$ cat config.mk
export PLATFORM = sky130hd
export DESIGN_NAME = mul_rr_scheduler
export DESIGN_NICKNAME = d
export VERILOG_FILES = /design/src/rtl/mul_sched_pkg.sv /design/src/rtl/mul_rsp_fifo.sv /design/src/rtl/mul_rr_scheduler.sv
export SDC_FILE = /design/constraint.sdc
export NUM_CORES = 1
export LEC_CHECK = 0
export ABC_AREA = 1
export CAP_MARGIN = 20
export CORE_UTILIZATION = 50
export DETAILED_ROUTE_END_ITERATION = 10
export HOLD_SLACK_MARGIN = 0.08
export PLACE_DENSITY_LB_ADDON = 0.05
export SETUP_SLACK_MARGIN = 0.2
export SLEW_MARGIN = 20
export SYNTH_ARGS = -nofsm -noshare
export SYNTH_HDL_FRONTEND = slang
export SYNTH_HIERARCHICAL = 1
export SYNTH_SLANG_ARGS = --single-unit
$ cat constraint.sdc
create_clock -name clk -period 4 [get_ports clk]
set_clock_uncertainty 0.2 [all_clocks]
set_input_delay 0.4 -clock clk [delete_from_list [all_inputs] [get_ports clk]]
set_output_delay 0.4 -clock clk [all_outputs]
set_load 0.01 [all_outputs]
$ cat src/rtl/mul_sched_pkg.sv
// Shared types for the round-robin multiplier scheduler: operand/product
// widths, the in-flight tag and the queued response record.
package mul_sched_pkg;

    localparam int DATA_W   = 16;
    localparam int PROD_W   = 32;
    // Wide enough for the largest supported requester count (16).
    localparam int ID_W_MAX = 4;

    typedef struct packed {
        logic                valid;
        logic [ID_W_MAX-1:0] id;
    } tag_t;

    typedef struct packed {
        logic [ID_W_MAX-1:0] id;
        logic [PROD_W-1:0]   data;
    } rsp_t;

endpackage

$ cat src/rtl/mul_rsp_fifo.sv
// Response FIFO with a registered head entry; a push into an empty FIFO
// bypasses storage and lands directly in the head register.
module mul_rsp_fifo
    import mul_sched_pkg::*;
#(
    parameter int DEPTH = 8
) (
    input  logic                     clk,
    input  logic                     rst_n,
    input  logic                     push,
    input  rsp_t                     push_data,
    input  logic                     pop,
    output logic                     out_valid,
    output rsp_t                     out_data,
    output logic                     full,
    output logic                     empty,
    output logic [$clog2(DEPTH):0]   count
);

    localparam int PTR_W = $clog2(DEPTH);
    localparam int CNT_W = PTR_W + 1;

    rsp_t             mem_r [DEPTH];
    logic [PTR_W-1:0] wr_ptr_r;
    logic [PTR_W-1:0] rd_ptr_r;
    logic [CNT_W-1:0] mem_cnt_r;
    logic             head_valid_r;
    rsp_t             head_r;

    logic pop_s;
    logic take_s;
    logic mem_nonempty_s;
    logic load_s;
    logic bypass_s;
    logic wr_s;

    // Decide where this cycle's push goes and whether the head reloads.
    always_comb begin
        pop_s          = pop & head_valid_r;
        take_s         = ~head_valid_r | pop_s;
        mem_nonempty_s = (mem_cnt_r != {CNT_W{1'b0}});
        load_s         = take_s & mem_nonempty_s;
        bypass_s       = take_s & ~mem_nonempty_s & push;
        wr_s           = push & ~bypass_s;
    end

    // Storage array; contents need no reset because the count gates reads.
    always_ff @(posedge clk) begin
        if (wr_s) begin
            mem_r[wr_ptr_r] <= push_data;
        end else begin
            mem_r[wr_ptr_r] <= mem_r[wr_ptr_r];
        end
    end

    // Pointers, storage count and the registered head entry.
    always_ff @(posedge clk or negedge rst_n) begin
        if (!rst_n) begin
            wr_ptr_r     <= {PTR_W{1'b0}};
            rd_ptr_r     <= {PTR_W{1'b0}};
            mem_cnt_r    <= {CNT_W{1'b0}};
            head_valid_r <= 1'b0;
            head_r       <= '0;
        end else begin
            if (wr_s) begin
                wr_ptr_r <= wr_ptr_r + PTR_W'(1);
            end else begin
                wr_ptr_r <= wr_ptr_r;
            end
            if (load_s) begin
                rd_ptr_r <= rd_ptr_r + PTR_W'(1);
            end else begin
                rd_ptr_r <= rd_ptr_r;
            end
            case ({wr_s, load_s})
                2'b10:   mem_cnt_r <= mem_cnt_r + CNT_W'(1);
                2'b01:   mem_cnt_r <= mem_cnt_r - CNT_W'(1);
                default: mem_cnt_r <= mem_cnt_r;
            endcase
            if (take_s) begin
                head_valid_r <= load_s | bypass_s;
                if (load_s) begin
                    head_r <= mem_r[rd_ptr_r];
                end else if (bypass_s) begin
                    head_r <= push_data;
                end else begin
                    head_r <= head_r;
                end
            end else begin
                head_valid_r <= head_valid_r;
                head_r       <= head_r;
            end
        end
    end

    assign out_valid = head_valid_r;
    assign out_data  = head_r;
    assign count     = mem_cnt_r + {{(CNT_W-1){1'b0}}, head_valid_r};
    assign full      = (count == CNT_W'(DEPTH));
    assign empty     = ~head_valid_r;

endmodule

$ cat src/rtl/mul_rr_scheduler.sv
// Round-robin front end sharing one pipelined signed multiplier among N_REQ
// requesters; products return tagged and in issue order through a FIFO.
module mul_rr_scheduler
    import mul_sched_pkg::*;
#(
    parameter int N_REQ      = 4,
    parameter int MUL_LAT    = 3,
    parameter int FIFO_DEPTH = 8
) (
    input  logic                       clk,
    input  logic                       rst,
    input  logic [N_REQ-1:0]           req_valid,
    output logic [N_REQ-1:0]           req_ready,
    input  logic [N_REQ*DATA_W-1:0]    req_a,
    input  logic [N_REQ*DATA_W-1:0]    req_b,
    output logic [DATA_W-1:0]          mul_a,
    output logic [DATA_W-1:0]          mul_b,
    input  logic [PROD_W-1:0]          mul_c,
    output logic                       rsp_valid,
    input  logic                       rsp_ready,
    output logic [$clog2(N_REQ)-1:0]   rsp_id,
    output logic [PROD_W-1:0]          rsp_data,
    output logic                       busy
);

    localparam int ID_W  = $clog2(N_REQ);
    localparam int CNT_W = $clog2(FIFO_DEPTH) + 1;

    logic [ID_W-1:0]  last_grant_r;
    logic [CNT_W-1:0] outstanding_r;
    tag_t             tag_r [MUL_LAT+1];

    logic             found_s;
    logic [ID_W-1:0]  win_s;
    logic [ID_W:0]    sum_s;
    logic [ID_W:0]    cand_s;
    logic             hit_s;
    logic             credit_ok_s;
    logic             grant_s;
    logic             accept_s;
    logic             pop_s;
    rsp_t             push_data_s;
    rsp_t             head_s;
    logic             fifo_full_s;
    logic             fifo_empty_s;
    logic [CNT_W-1:0] fifo_count_s;
    logic             fifo_unused_s;

    // Rotating priority search starting just after the last winner.
    always_comb begin
        found_s = 1'b0;
        win_s   = {ID_W{1'b0}};
        sum_s   = {(ID_W+1){1'b0}};
        cand_s  = {(ID_W+1){1'b0}};
        hit_s   = 1'b0;
        for (int k = 1; k <= N_REQ; k++) begin
            sum_s   = {1'b0, last_grant_r} + (ID_W+1)'(k);
            cand_s  = (sum_s >= (ID_W+1)'(N_REQ)) ? (sum_s - (ID_W+1)'(N_REQ)) : sum_s;
            hit_s   = ~found_s & req_valid[cand_s[ID_W-1:0]];
            win_s   = hit_s ? cand_s[ID_W-1:0] : win_s;
            found_s = found_s | hit_s;
        end
    end

    // Credit bounds outstanding work by FIFO capacity; ready is low in reset.
    always_comb begin
        credit_ok_s = (outstanding_r < CNT_W'(FIFO_DEPTH));
        grant_s     = found_s & credit_ok_s & rst;
        req_ready   = {N_REQ{1'b0}};
        if (grant_s) begin
            req_ready[win_s] = 1'b1;
        end else begin
            req_ready = {N_REQ{1'b0}};
        end
        accept_s = |(req_valid & req_ready);
        pop_s    = rsp_valid & rsp_ready;
    end

    // Round-robin pointer and outstanding-operation credit counter.
    always_ff @(posedge clk or negedge rst) begin
        if (!rst) begin
            last_grant_r  <= ID_W'(N_REQ - 1);
            outstanding_r <= {CNT_W{1'b0}};
        end else begin
            if (accept_s) begin
                last_grant_r <= win_s;
            end else begin
                last_grant_r <= last_grant_r;
            end
            case ({accept_s, pop_s})
                2'b10:   outstanding_r <= outstanding_r + CNT_W'(1);
                2'b01:   outstanding_r <= outstanding_r - CNT_W'(1);
                default: outstanding_r <= outstanding_r;
            endcase
        end
    end

    // Operand issue and the id tag pipe that tracks the multiplier latency.
    always_ff @(posedge clk or negedge rst) begin
        if (!rst) begin
            mul_a <= {DATA_W{1'b0}};
            mul_b <= {DATA_W{1'b0}};
            for (int i = 0; i <= MUL_LAT; i++) begin
                tag_r[i] <= '0;
            end
        end else begin
            if (accept_s) begin
                mul_a    <= req_a[int'(win_s)*DATA_W +: DATA_W];
                mul_b    <= req_b[int'(win_s)*DATA_W +: DATA_W];
                tag_r[0] <= '{valid: 1'b1, id: ID_W_MAX'(win_s)};
            end else begin
                mul_a    <= {DATA_W{1'b0}};
                mul_b    <= {DATA_W{1'b0}};
                tag_r[0] <= '0;
            end
            for (int i = 1; i <= MUL_LAT; i++) begin
                tag_r[i] <= tag_r[i-1];
            end
        end
    end

    assign push_data_s = '{id: tag_r[MUL_LAT].id, data: mul_c};

    mul_rsp_fifo #(
        .DEPTH      (FIFO_DEPTH)
    ) u_rsp_fifo (
        .clk        (clk),
        .rst_n      (rst),
        .push       (tag_r[MUL_LAT].valid),
        .push_data  (push_data_s),
        .pop        (pop_s),
        .out_valid  (rsp_valid),
        .out_data   (head_s),
        .full       (fifo_full_s),
        .empty      (fifo_empty_s),
        .count      (fifo_count_s)
    );

    assign rsp_id        = head_s.id[ID_W-1:0];
    assign rsp_data      = head_s.data;
    assign busy          = (outstanding_r != {CNT_W{1'b0}});
    assign fifo_unused_s = ^{fifo_full_s, fifo_empty_s, fifo_count_s, head_s.id};

endmodule

======== Yosys cells after proc, flatten, opt, wreduce, memory -nomap -nowiden ========
Memory sizes are Yosys's and may differ from the RTL's.
Cells that the tools add are included.
operators by class
  add/subtract/negate cells ............... 14
  order comparisons ....................... 11
  eq/ne operators ......................... 5
  shifts and indexed selects .............. 2
  muxes and demuxes ....................... 30
  bitwise logic cells ..................... 24
  reduce and logical (&&, ||, !) cells .... 9
operators by type and width
  operator                                                  number
  variable part select 64 x 7 -> 16 bit                     2
  two-way mux 34 bit                                        2
  two-way mux 36 bit                                        1
  two-way mux 16 bit                                        2
  two-way mux 2 bit                                         8
  one-hot mux 4 bit (2 select lines)                        2
  < comparator 2 x 3 -> 1 bit, second input constant        5
  greater-or-equal comparator 3 bit, second input constant  4
  AND 1 bit                                                 11
  adder 4 x 1 -> 4 bit, second input constant               2
  binary-select mux 1 bit (select 2 bit)                    4
  two-way mux 1 bit                                         8
  nonzero test 4 bit                                        2
  subtractor 2 x 1 -> 2 bit, second input constant          4
  subtractor 4 x 1 -> 4 bit, second input constant          2
  adder 2 x 2 -> 3 bit, second input constant               2
  adder 3 x 1 -> 3 bit, second input constant               2
  NOT 1 bit                                                 6
  OR 1 bit                                                  6
  nonzero test 2 bit                                        3
  two-way mux 5 bit                                         1
  AND 4 bit                                                 1
  == test 2 x 1 -> 1 bit, second input constant             2
  == test 2 bit, second input constant                      2
  other kinds (10)                                          11
word-level totals
  bits in registers ....................... 103
  bits in writable memories ............... 288
  input bits .............................. 167
  output and inout port bits .............. 72
  logic and storage cells ................. 114
  memories kept ........................... 1
memories
  memory            depth  width  rd ports  clocked after Yosys merged registers in  wr ports  RTL line            source
  u_rsp_fifo.mem_r  8      36     1         0                                        1         mul_rsp_fifo.sv:23  rsp_t mem_r [DEPTH];

======== Logic depth before layout (Yosys ltp) ========
Gate-level depths: netlist (run 1).
  depth after elaboration ................. 23
  mapped depth ............................ 16

======== By module ========
Netlist (run 1), hierarchy kept.
by module, submodules not included
  module            times used  cells each  area each (um2)  seq. area each (um2)
  mul_rsp_fifo      1           1388        14372.5          9824.4
  mul_rr_scheduler  1           460         3310.7           1253.7

======== Worst setup path after synthesis (run 1) ========
No wires, ideal clock.
  path type ............................... register to register
  from .................................... reg u_rsp_fifo.head_valid_r, in the netlist u_rsp_fifo/out_valid
  to ...................................... mem u_rsp_fifo/mem_r[5][0] (netlist name) (enable)
  arrival ................................. 3.589 ns
  data required time ...................... 3.326 ns
  slack ................................... -0.263 ns
  stages on the path, launching flop included .. 7
  path buffers ............................ 0
  cell sequence ........................... dfrtp_1 -> nand2_1 -> inv_1 -> or2_4 -> nand4_1 -> nand2_1 -> nor3_1
on the way
  longest elaborated chain between the ends .. 10
  elaborated cells between the ends (all ways) .. 13
  classes of those cells .................. 3 x mux; 9 x bitwise; 1 x reduce/logical
RTL lines
  element                                                                                RTL line                                source
  from (decl)                                                                            mul_rsp_fifo.sv:27                      logic head_valid_r;
  from (signal assigned)                                                                 mul_rsp_fifo.sv:81                      head_valid_r <= load_s | bypass_s;
  from (signal assigned)                                                                 mul_rsp_fifo.sv:90                      head_valid_r <= head_valid_r;
  AND 1 bit *                                                                            mul_rr_scheduler.sv:76                  pop_s = rsp_valid & rsp_ready;
  net pop_s                                                                              mul_rr_scheduler.sv:41                  logic pop_s;
  AND 1 bit *                                                                            mul_rsp_fifo.sv:39                      pop_s = pop & head_valid_r;
  OR 1 bit *                                                                             mul_rsp_fifo.sv:40                      take_s = ~head_valid_r | pop_s;
  AND 1 bit * (2 in series)                                                              mul_rsp_fifo.sv:43                      bypass_s = take_s & ~mem_nonempty_s & push;
  NOT 1 bit *                                                                            mul_rsp_fifo.sv:44                      wr_s = push & ~bypass_s;
  AND 1 bit *                                                                            mul_rsp_fifo.sv:44
  two-way mux 1 bit, on equally long branches                                            mul_rsp_fifo.sv:49, mul_rsp_fifo.sv:52
  two-way mux 1 bit (implied by the code) / AND reduction 2 bit (equally long branches)  -
  OR 1 bit (no source line) *                                                            -
  to (decl)                                                                              mul_rsp_fifo.sv:23
Mark *: on every way through the listed nets, which the timed path passes. The rest lies on a longest branch.

======== Worst setup path after layout (run 1) ========
  from .................................... reg last_grant_r[0]
  to ...................................... out req_ready[0]
on the way
  longest elaborated chain between the ends .. 19
  elaborated cells between the ends (all ways) .. 45
  classes of those cells .................. 8 x add/sub; 6 x order compare; 19 x mux; 11 x bitwise; 1 x reduce/logical
RTL lines
  element                                                                                                                 RTL line                source
  from (decl)                                                                                                             mul_rr_scheduler.sv:29  logic [ID_W-1:0] last_grant_r;
  from (signal assigned)                                                                                                  mul_rr_scheduler.sv:82  last_grant_r <= ID_W'(N_REQ - 1);
  from (signal assigned)                                                                                                  mul_rr_scheduler.sv:86  last_grant_r <= win_s;
  from (signal assigned)                                                                                                  mul_rr_scheduler.sv:88  last_grant_r <= last_grant_r;
  adder 2 x 1 -> 3 bit                                                                                                    mul_rr_scheduler.sv:57  sum_s = {1'b0, last_grant_r} + (ID_W+1)'(k);
  greater-or-equal comparator 3 bit / subtractor 2 x 1 -> 2 bit (equally long branches)                                   mul_rr_scheduler.sv:58  cand_s = (sum_s >= (ID_W+1)'(N_REQ)) ? (sum_s - (ID_W+1)'(N_REQ)) : sum_s;
  two-way mux 2 bit                                                                                                       mul_rr_scheduler.sv:58
  binary-select mux 1 bit (select 2 bit)                                                                                  mul_rr_scheduler.sv:59  hit_s = ~found_s & req_valid[cand_s[ID_W-1:0]];
  two-way mux 1 bit (implied by the code)                                                                                 mul_rr_scheduler.sv:59
  NOT 1 bit                                                                                                               mul_rr_scheduler.sv:59
  AND 1 bit                                                                                                               mul_rr_scheduler.sv:59
  OR 1 bit                                                                                                                mul_rr_scheduler.sv:61  found_s = found_s | hit_s;
  [3 not listed]                                                                                                          -
  NOT 1 bit                                                                                                               mul_rr_scheduler.sv:59
  AND 1 bit                                                                                                               mul_rr_scheduler.sv:59
  two-way mux 2 bit                                                                                                       mul_rr_scheduler.sv:60  win_s = hit_s ? cand_s[ID_W-1:0] : win_s;
  < comparator 2 x 3 -> 1 bit (implied by the code) / greater-or-equal comparator 2 x 1 -> 1 bit (equally long branches)  mul_rr_scheduler.sv:71  req_ready[win_s] = 1'b1;
  logical AND 1 bit (implied by the code)                                                                                 mul_rr_scheduler.sv:71
  two-way mux 1 bit (implied by the code)                                                                                 mul_rr_scheduler.sv:71
  demux 1 bit (select 2 bit)                                                                                              mul_rr_scheduler.sv:71
  two-way mux 4 bit *                                                                                                     mul_rr_scheduler.sv:70  if (grant_s) begin
  to (decl)                                                                                                               mul_rr_scheduler.sv:13  output logic [N_REQ-1:0] req_ready,
Every way passes the cells marked *; elsewhere a longest branch is shown, timed or not. The select of a mux whose other input is x is not followed.

==> summary.txt, run 1 <==
status -> finished, final reports clean
largest net degree at the start of global routing -> 78
first drt pass iteration count -> 5
Synth Instances -> 1,772
non-filler cells, final -> 2,461
Vias -> 12,700
Final min period -> 3.33 ns
final worst path period share -> 0.832
number of buffers created by CTS -> 40
Crit. End Element -> output pin
maxcap violations -> 0
most common cell after layout, fill and taps aside -> nand2_1
number of DRC markers in iteration 0 -> 923
initial core utilization -> 0.514
clock transition at the registers of the reported paths -> 0.05 ns
Final Util -> 0.638
postcts setup bufs -> 0
# nets final -> 2,159
first-pass GRT wire length -> 67,800 um
clk_lat worst skew -> 0.53 ns
hold_buf cts -> 1
Avg Cell Area, Syn -> 9.53 um2
WL final -> 43,300 um
area grow syn2layout -> 24.1%
Hold Slack -> 0.149 ns
Slew @ Worst Pin -> 0.902 ns
Core Area -> 32,900 um2
Overall Power -> 16.3 mW
CTS sink count -> 367
GRT Overall Usage -> 0.258
fmax -> 0.301 GHz
Ports -> 239
number of antenna-violating nets in the routed design -> 0
share of cells above drive strength 1 -> 0.0794
nature of the critical path startpoint -> flop
# rows -> 66
RSZ-0062 raised after global routing -> no
Slew HR -> 0.399
yosys warns -> 6
initial antenna violation count -> 4
Post-CTS Resized -> 0
WP data required -> 3.40 ns
Worst Setup Path Type -> flop to output pin
Placed Instances -> 2,383
CP Max Fanout -> 9
endpoints failing hold -> 0
H-tree depth -> 2
vias in the first global route -> 12,400
worst vdd ir -> 0.00101 V
Post-Syn Area -> 16,900 um2
Mapped Nets -> 1,947
Final GP Congestion -> 0.868
DIE AREA -> 34,500 um2
final setup fails -> 0
die height -> 186 um
Hold/Removal Path Class -> flop to flop
CTS tree -> done
setup TNS -> 0 ns
Die W -> 186 um
via density per instance -> 5.18
post-route DRC violation count -> 0
leakage -> 9.14 nW
GR Overflow Total -> 0
CTS max path bufs -> 3
Slew Limit Fails -> 0
Worst EP arrival -> 2.73 ns
port bufs -> 238
DP HPWL -> 26,100 um
PwrDens -> 780 nW/um2
Root Buffer -> clkbuf_16
WL/cell -> 17.6 um
most frequent cells in the layout -> nand2_1, edfxtp_1, nand3_1, clkdlybuf4s50_1, inv_1
worst paths after layout:
path,startpoint,endpoint,slack (ns),cells after the start
hold reg to reg,tag_r[9],tag_r[4],0.15,0
hold / removal,tag_r[9],tag_r[4],0.15,0
setup / recovery,last_grant_r[0],req_ready[0],0.67,11
min in group asynchronous,rst,u_rsp_fifo/out_data[19],0.18,2
max in group asynchronous,rst,push_data_s[33],2.35,3
setup reg to reg,last_grant_r[0],outstanding_r[3],1.20,13
state kept, by name (all words and copies together) (netlist names):
signal	count
u_rsp_fifo/out_data	34
mul_b	16
u_rsp_fifo/mem_cnt_r	4
outstanding_r	4
mul_a	16
u_rsp_fifo/wr_ptr_r	3
push_data_s	2
u_rsp_fifo/rd_ptr_r	3
u_rsp_fifo/out_valid	1
u_rsp_fifo/mem_r	272
tag_r	10
last_grant_r	2
per-stage QoR:
stage	area [um2]	setup slack, ns
final	21000	0.672
after global routing	21000	0.457
after CTS	20900	0.640
after detailed placement	19600	0.918
after global placement	19600	0.974
after floorplan	16900	-0.104
per-layer routing:
metal / routed length, um / share of wire / global-route usage
met2: 21200 / 0.49 / 0.437
met1: 17400 / 0.40 / 0.321
met5: 9 / 0.00021 / 0
met4: 1060 / 0.025 / 0.0836
met3: 3500 / 0.081 / 0.0665
where the power goes:
| part | total, mW | internal [mW] | switching, mW |
|---|---|---|---|
| Clock | 3.73 | 2.28 | 1.45 |
| Sequential | 5.22 | 4.88 | 0.345 |
| Combinational | 7.39 | 2.56 | 4.83 |
| Total | 16.3 | 9.72 | 6.63 |
critical path, cell delays in order (launching register included):
cell and delay [ns]:
dfstp_2 0.60, inv_2 0.11, nand2_1 0.08, nand2_1 0.08, nand2_2 0.09, nand2_2 0.08
a21oi_1 0.15, nand2_2 0.08, nand2_2 0.11, inv_1 0.06, nor3_1 0.20, clkdlybuf4s50_1 0.58
final cells by class:
type	instances	area [um2]
fillers	2729	11900
flip-flops and latches	367	10600
repair buffers	269	2680
diodes	3	7.51
well taps	442	553
multi-input cells	1075	4940
clock inverters	16	188
clock buffers	58	1160
inverters	231	870
No activity file was read; power rests on OpenSTA's default activity.
==> run 2, diff against run 1 <==
--- a/config.mk
+++ b/config.mk
@@ -7,7 +7,7 @@
 export LEC_CHECK = 0
 export ABC_AREA = 1
 export CAP_MARGIN = 20
-export CORE_UTILIZATION = 50
+export CORE_UTILIZATION = 53
 export DETAILED_ROUTE_END_ITERATION = 10
 export HOLD_SLACK_MARGIN = 0.08
 export PLACE_DENSITY_LB_ADDON = 0.05
==> constraint.sdc (replaced) <==
create_clock -name clk -period 3.1 [get_ports clk]
set_clock_uncertainty 0.2 [all_clocks]
set_input_delay 0.31 -clock clk [delete_from_list [all_inputs] [get_ports clk]]
set_output_delay 0.31 -clock clk [all_outputs]
set_load 0.01 [all_outputs]
==> run 2 against run 1 <==
Effect of this change:
- via count is 0.15% lower
- cell area is 0.38% higher
- worst setup slack worse by 0.45 ns
- clock power is 22% higher
- critical path depth is 1 lower
- critical endpoint is now req_ready[3]
- sequential cell count stayed put
- worst hold slack worse by 0.0024 ns
- non-clock buffer count is 15 higher
- highest routed layer unchanged
==> summary.txt, run 2 (synthesis results as in run 1) <==
status -> finished, final reports clean
switch share -> 0.409 (+0.00368)
CTS sink count -> 367 (unchanged)
Top reg by flops -> u_rsp_fifo/mem_r
Reg power frac -> 0.318 (about the same)
fmax -> 0.348 GHz
CTS max path bufs -> 3 (unchanged)
RSZ-0062 raised after global routing -> yes
post-route DRC violation count -> 0 (unchanged)
H-tree depth -> 2 (unchanged)
crit path from -> last_grant_r[0]
# rows -> 64 (-3.0%)
Worst Setup Path Type -> flop to output pin
WP data required -> 2.59 ns (-0.81 ns)
Pint -> 12.5 mW (+29%)
largest net degree at the start of global routing -> 138 (+77%)
final worst path period share -> 0.928
first-pass GRT wire length -> 68,500 um (+1.1%)
worst vdd ir -> 0.00116 V (+14%)
Die W -> 180 um (-2.8%)
GR peak layer -> met2
RR Endpoint -> outstanding_r[3]
endpoints failing hold -> 0 (unchanged)
Comb power frac -> 0.467 (+0.015)
clock transition at the registers of the reported paths -> 0.06 ns (about the same)
WL final -> 42,700 um (-1.3%)
routing usage on met2 -> 0.472 (+0.0354)
port bufs -> 238 (unchanged)
Slew Limit Fails -> 0 (unchanged)
Hold/Removal Path Class -> flop to flop
die height -> 180 um (-2.8%)
Psw -> 8.66 mW (+31%)
maxcap violations -> 0 (unchanged)
clock power share -> 0.215 (-0.013)
number of DRC markers in iteration 0 -> 780 (-15%)
cell area after layout -> 21,000 um2 (+0.38%)
clk_lat worst skew -> 0.52 ns (about the same)
GR Overflow Total -> 0 (unchanged)
M1 GR Usage -> 0.330 (+0.00908)
Worst EP arrival -> 2.37 ns (-0.36 ns)
initial core utilization -> 0.545 (+0.0311)
Reg2Reg Depth -> 15 (+2)
Vias -> 12,700 (-0.15%)
fillers -> 2,396 (-12%)
hold path endpoint -> push_data_s[33]
most common cell after layout, fill and taps aside -> nand2_1
Core Area -> 31,000 um2 (-5.7%)
Overall Power -> 21.2 mW (+29%)
max reg flops -> 272 (unchanged)
initial antenna violation count -> 3 (-1)
vias in the first global route -> 12,800 (+2.7%)
Ports -> 239 (unchanged)
nature of the critical path startpoint -> flop
DP HPWL -> 26,100 um (-0.12%)
number of antenna-violating nets in the routed design -> 0 (unchanged)
Hold Path Stages -> 0 (unchanged)
Crit. End Element -> output pin
CTS tree -> done
CP Max Fanout -> 7 (-2)
hold_sp -> tag_r[6]
met3 usage -> 0.0598 (-0.00670)
placed cell area -> 19,700 um2 (+0.57%)
WL/cell -> 17.6 um (+0.15%)
most frequent cells in the layout -> nand2_1, edfxtp_1, nand3_1, clkdlybuf4s50_1, inv_1
DIE AREA -> 32,600 um2 (-5.6%)
GRT Overall Usage -> 0.269 (+0.0112)
# nets final -> 2,173 (+0.65%)
r2r setup slk -> 0.31 ns (-0.89 ns)
share of cells above drive strength 1 -> 0.0898 (+0.0104)
Root Buffer -> clkbuf_16
via density per instance -> 5.25 (+1.3%)
Slew @ Worst Pin -> 0.881 ns (-0.0213 ns)
leakage -> 9.22 nW (+0.86%)
area grow syn2layout -> 24.6%
worst flop-to-flop path startpoint -> last_grant_r[0]
first drt pass iteration count -> 5 (unchanged)
Slew HR -> 0.412 (+0.0133)
Hold Slack -> 0.146 ns (-0.00243 ns)
final setup fails -> 0 (unchanged)
PwrDens -> 1010 nW/um2 (+29%)
final worst-path setup slack -> 0.223 ns (-0.450 ns)
pre-CTS setup slack -> 0.108 ns (-0.810 ns)
Final GP Congestion -> 0.853 (-1.7%)
Final min period -> 2.88 ns
number of buffers created by CTS -> 39 (-2.5%)
## run 2: final cells by class
cell class	count	area, um2	area share
clock inverters	20	205	0.00976
well taps	396	495	0.0236
repair buffers	284	2840	0.135
diodes	2	5.00	0.000238
clock buffers	50	1050	0.0498
multi-input cells	1075	5010	0.238
inverters	231	872	0.0415
flip-flops and latches	367	10600	0.502
## run 2: layer usage
metal	vias to the layer above	routed length, um
met2	387	21600
met4	2	1010
li1	6184	-
met5	-	9
met3	70	2850
met1	6079	17200
## run 2: worst max-delay path, cell delays in order (launching register included)
cell             delay, ns
dfstp_2               0.61
buf_4                 0.14
nand2_1               0.05
nand2_2               0.09
nand2_1               0.05
nand2_1               0.09
inv_1                 0.07
nand3b_1              0.13
nand3_4               0.16
nor3_2                0.23
clkdlybuf4s15_2       0.25
## run 2: repair_timing
item                                    4_1_cts  5_1_grt
endpoints found under the setup margin        4       28
hold endpoints to repair                     93        0
pin swaps                                     0        3
hold buffers                                  1        0
buffers inserted                              0        4
gates resized for setup                       9       17
## run 2: power groups by stage
stage | registers [mW] | clock network [mW] | logic (mW)
after global routing | 6.84 | 4.81 | 11.0
after CTS | 6.75 | 4.63 | 9.77
after floorplan | 6.94 | 0 | 6.59
after detailed placement | 6.83 | 0 | 9.70
after global placement | 6.82 | 0 | 9.54
final | 6.74 | 4.54 | 9.88
## run 2: through the flow
stage / util / setup TNS, ns / instances
finish: 0.679 / 0 / 2425
global route: 0.679 / 0 / 2425
floorplan: - / -0.590 / 1772
CTS: 0.677 / 0 / 2419
detailed placement: 0.636 / 0 / 2348
global placement: 0.636 / 0 / 2348
## run 2: how the worst max path moves through the flow
stage,end
6_report,req_ready[3]
5_1_grt,req_ready[2]
4_1_cts,req_ready[0]
3_5_place_dp,outstanding_r[3]
3_3_place_gp,outstanding_r[3]
2_1_floorplan,u_rsp_fifo/mem_r[0][0]
==> run 3, diff against run 2 <==
--- a/config.mk
+++ b/config.mk
@@ -7,7 +7,7 @@
 export LEC_CHECK = 0
 export ABC_AREA = 1
 export CAP_MARGIN = 20
-export CORE_UTILIZATION = 53
+export CORE_UTILIZATION = 56
 export DETAILED_ROUTE_END_ITERATION = 10
 export HOLD_SLACK_MARGIN = 0.08
 export PLACE_DENSITY_LB_ADDON = 0.05
==> run 3 against run 2 <==
Effect of this change:
- first-iteration DRC count is 34% higher
- power decreased by 0.69%
- routed wire length increased by 1.4%
- sequential share of layout area up 0.087 points
- largest power group unchanged
- critical endpoint is now req_ready[0]
==> summary.txt, run 3 (synthesis results as in run 1) <==
status -> finished, final reports clean
Overall Power -> 21.0 mW (-0.69%)
Slew HR -> 0.358 (-0.0540)
Final Util -> 0.708 (+0.0297)
CTS sink count -> 367 (unchanged)
port bufs -> 238 (unchanged)
non-filler cells, final -> 2,418 (-0.29%)
Final min period -> 2.75 ns (-0.126 ns)
Final GP Congestion -> 0.869 (+1.8%)
Psw -> 8.65 mW (about the same)
WL/cell -> 17.9 um (+1.7%)
switch share -> 0.412 (+0.00271)
clock power share -> 0.209 (-0.006)
Comb power frac -> 0.468 (about the same)
GRT Overall Usage -> 0.287 (+0.0182)
r2r setup slk -> 0.45 ns (+0.14 ns)
most common cell after layout, fill and taps aside -> nand2_1
Slew @ Worst Pin -> 0.962 ns (+0.0809 ns)
area grow syn2layout -> 24.4%
Ports -> 239 (unchanged)
Pint -> 12.4 mW (-1.1%)
# rows -> 63 (-1.6%)
Hold/Removal Path Class -> flop to flop
maxcap violations -> 0 (unchanged)
worst flop-to-flop path startpoint -> last_grant_r[0]
setup TNS -> 0 ns (unchanged)
Core Area -> 29,600 um2 (-4.4%)
nature of the critical path startpoint -> flop
number of antenna-violating nets in the routed design -> 0 (unchanged)
Worst Setup Path Type -> flop to output pin
largest net degree at the start of global routing -> 96 (-30%)
multi-input logic area -> 5000 um2 (-0.22%)
WP data required -> 2.59 ns (about the same)
Root Buffer -> clkbuf_16
fillers -> 2,251 (-6.1%)
post-route DRC violation count -> 0 (unchanged)
Worst EP arrival -> 2.24 ns (-0.13 ns)
crit path from -> last_grant_r[0]
endpoints failing hold -> 0 (unchanged)
Reg2Reg Depth -> 13 (-2)
hold_sp -> tag_r[5]
PwrDens -> 1000 nW/um2 (-0.52%)
Hold Slack -> 0.150 ns (+0.00337 ns)
# nets final -> 2,167 (-0.28%)
number of DRC markers in iteration 0 -> 1,045 (+34%)
DP HPWL -> 25,400 um (-2.6%)
Die W -> 176 um (-2.7%)
first drt pass iteration count -> 6 (+1)
initial antenna violation count -> 5 (+2)
WL final -> 43,300 um (+1.4%)
CTS tree -> done
RR Endpoint -> outstanding_r[3]
register area -> 10,600 um2 (unchanged)
leakage -> 9.18 nW (-0.41%)
fmax -> 0.364 GHz (+4.6%)
Placed Instances -> 2,338 (-0.43%)
DIE AREA -> 30,800 um2 (-5.3%)
clock transition at the registers of the reported paths -> 0.06 ns (about the same)
initial core utilization -> 0.570 (+0.0248)
RSZ-0062 raised after global routing -> yes
die height -> 176 um (-2.7%)
Vias -> 12,800 (+0.70%)
vias in the first global route -> 12,500 (-2.1%)
H-tree depth -> 2 (unchanged)
first-pass GRT wire length -> 67,500 um (-1.5%)
CTS max path bufs -> 3 (unchanged)
Reg power frac -> 0.323 (+0.005)
hold path endpoint -> push_data_s[32]
share of cells above drive strength 1 -> 0.0816 (-0.00819)
clk_lat worst skew -> 0.51 ns (about the same)
Crit. End Element -> output pin
Slew Limit Fails -> 0 (unchanged)
Top reg by flops -> u_rsp_fifo/mem_r
final worst path period share -> 0.887 (-0.0407)
GR Overflow Total -> 0 (unchanged)
CP Max Fanout -> 9 (+2)
max reg flops -> 272 (unchanged)
number of buffers created by CTS -> 39 (unchanged)
final setup fails -> 0 (unchanged)
most frequent cells in the layout -> nand2_1, edfxtp_1, nand3_1, clkdlybuf4s50_1, inv_1
Hold Path Stages -> 0 (unchanged)
via density per instance -> 5.30 (+0.99%)
worst vdd ir -> 0.000888 V (-23%)
==> run 3: changes by cell type in the layout (fill, tap and decap cells not counted), sizes merged <==
cell           change
clkbuf            +12
buf                -8
diode              +4
bufinv             -3
clkinv             -2
clkinvlp           -2
clkdlybuf4s15      -1
inv                -1
==> run 3: power by group through the flow <==
stage                     sequential, mW  combinational (mW)  clock, mW
after floorplan                     6.94                6.59          0
after global placement              6.86                9.54          0
after detailed placement            6.89                9.69          0
after CTS                           6.79                9.79       4.47
after global routing                6.88                10.9       4.67
final                               6.79                9.84       4.38
==> run 3: area by class of cell <==
class | instances | share of cell area
Clock buffer | 59 | 0.0535
Inverter | 231 | 0.0414
Sequential cell | 367 | 0.503
Clock inverter | 12 | 0.00381
Tap cell | 390 | 0.0232
Multi-Input combinational cell | 1075 | 0.238
Timing Repair Buffer | 278 | 0.137
Antenna cell | 6 | 0.000715
==> run 3: critical path, cell delays in order, from the launching register on <==
cell and delay (ns):
dfstp_2 0.56, inv_2 0.10, nand2_1 0.09, nand2_1 0.08, nand2_1 0.07, nand2_1 0.07, a21oi_1 0.18, nand2_2 0.10
nand2_4 0.11, inv_1 0.06, nor3_1 0.16, buf_2 0.16
==> run 3: layer usage <==
layer | GRT usage | part of all wire
met4 | 0.116 | 0.029
met5 | 0 | 0
met3 | 0.0576 | 0.085
met1 | 0.355 | 0.39
met2 | 0.494 | 0.50
==> run 3: worst max path at each step <==
stage	end	slack (ns)	cells past startpoint
floorplan	u_rsp_fifo/mem_r[0][0]	-0.004	6
global placement	outstanding_r[3]	0.20	14
detailed placement	outstanding_r[2]	0.17	13
CTS	req_ready[0]	0.19	12
global route	req_ready[1]	0.18	12
finish	req_ready[0]	0.35	11
==> run 3: stage by stage <==
step	setup WS (ns)	area [um2]
floorplan	-0.00434	16900
global placement	0.198	19700
detailed placement	0.167	19700
CTS	0.195	21000
global route	0.183	21000
finish	0.349	21000
==> run 3: repair_timing <==
action,CTS,global route
setup endpoints to repair,4,18
hold buffers,1,0
buffers inserted,2,0
pin swaps,0,0
hold endpoints to repair,93,0
resized for setup,6,15
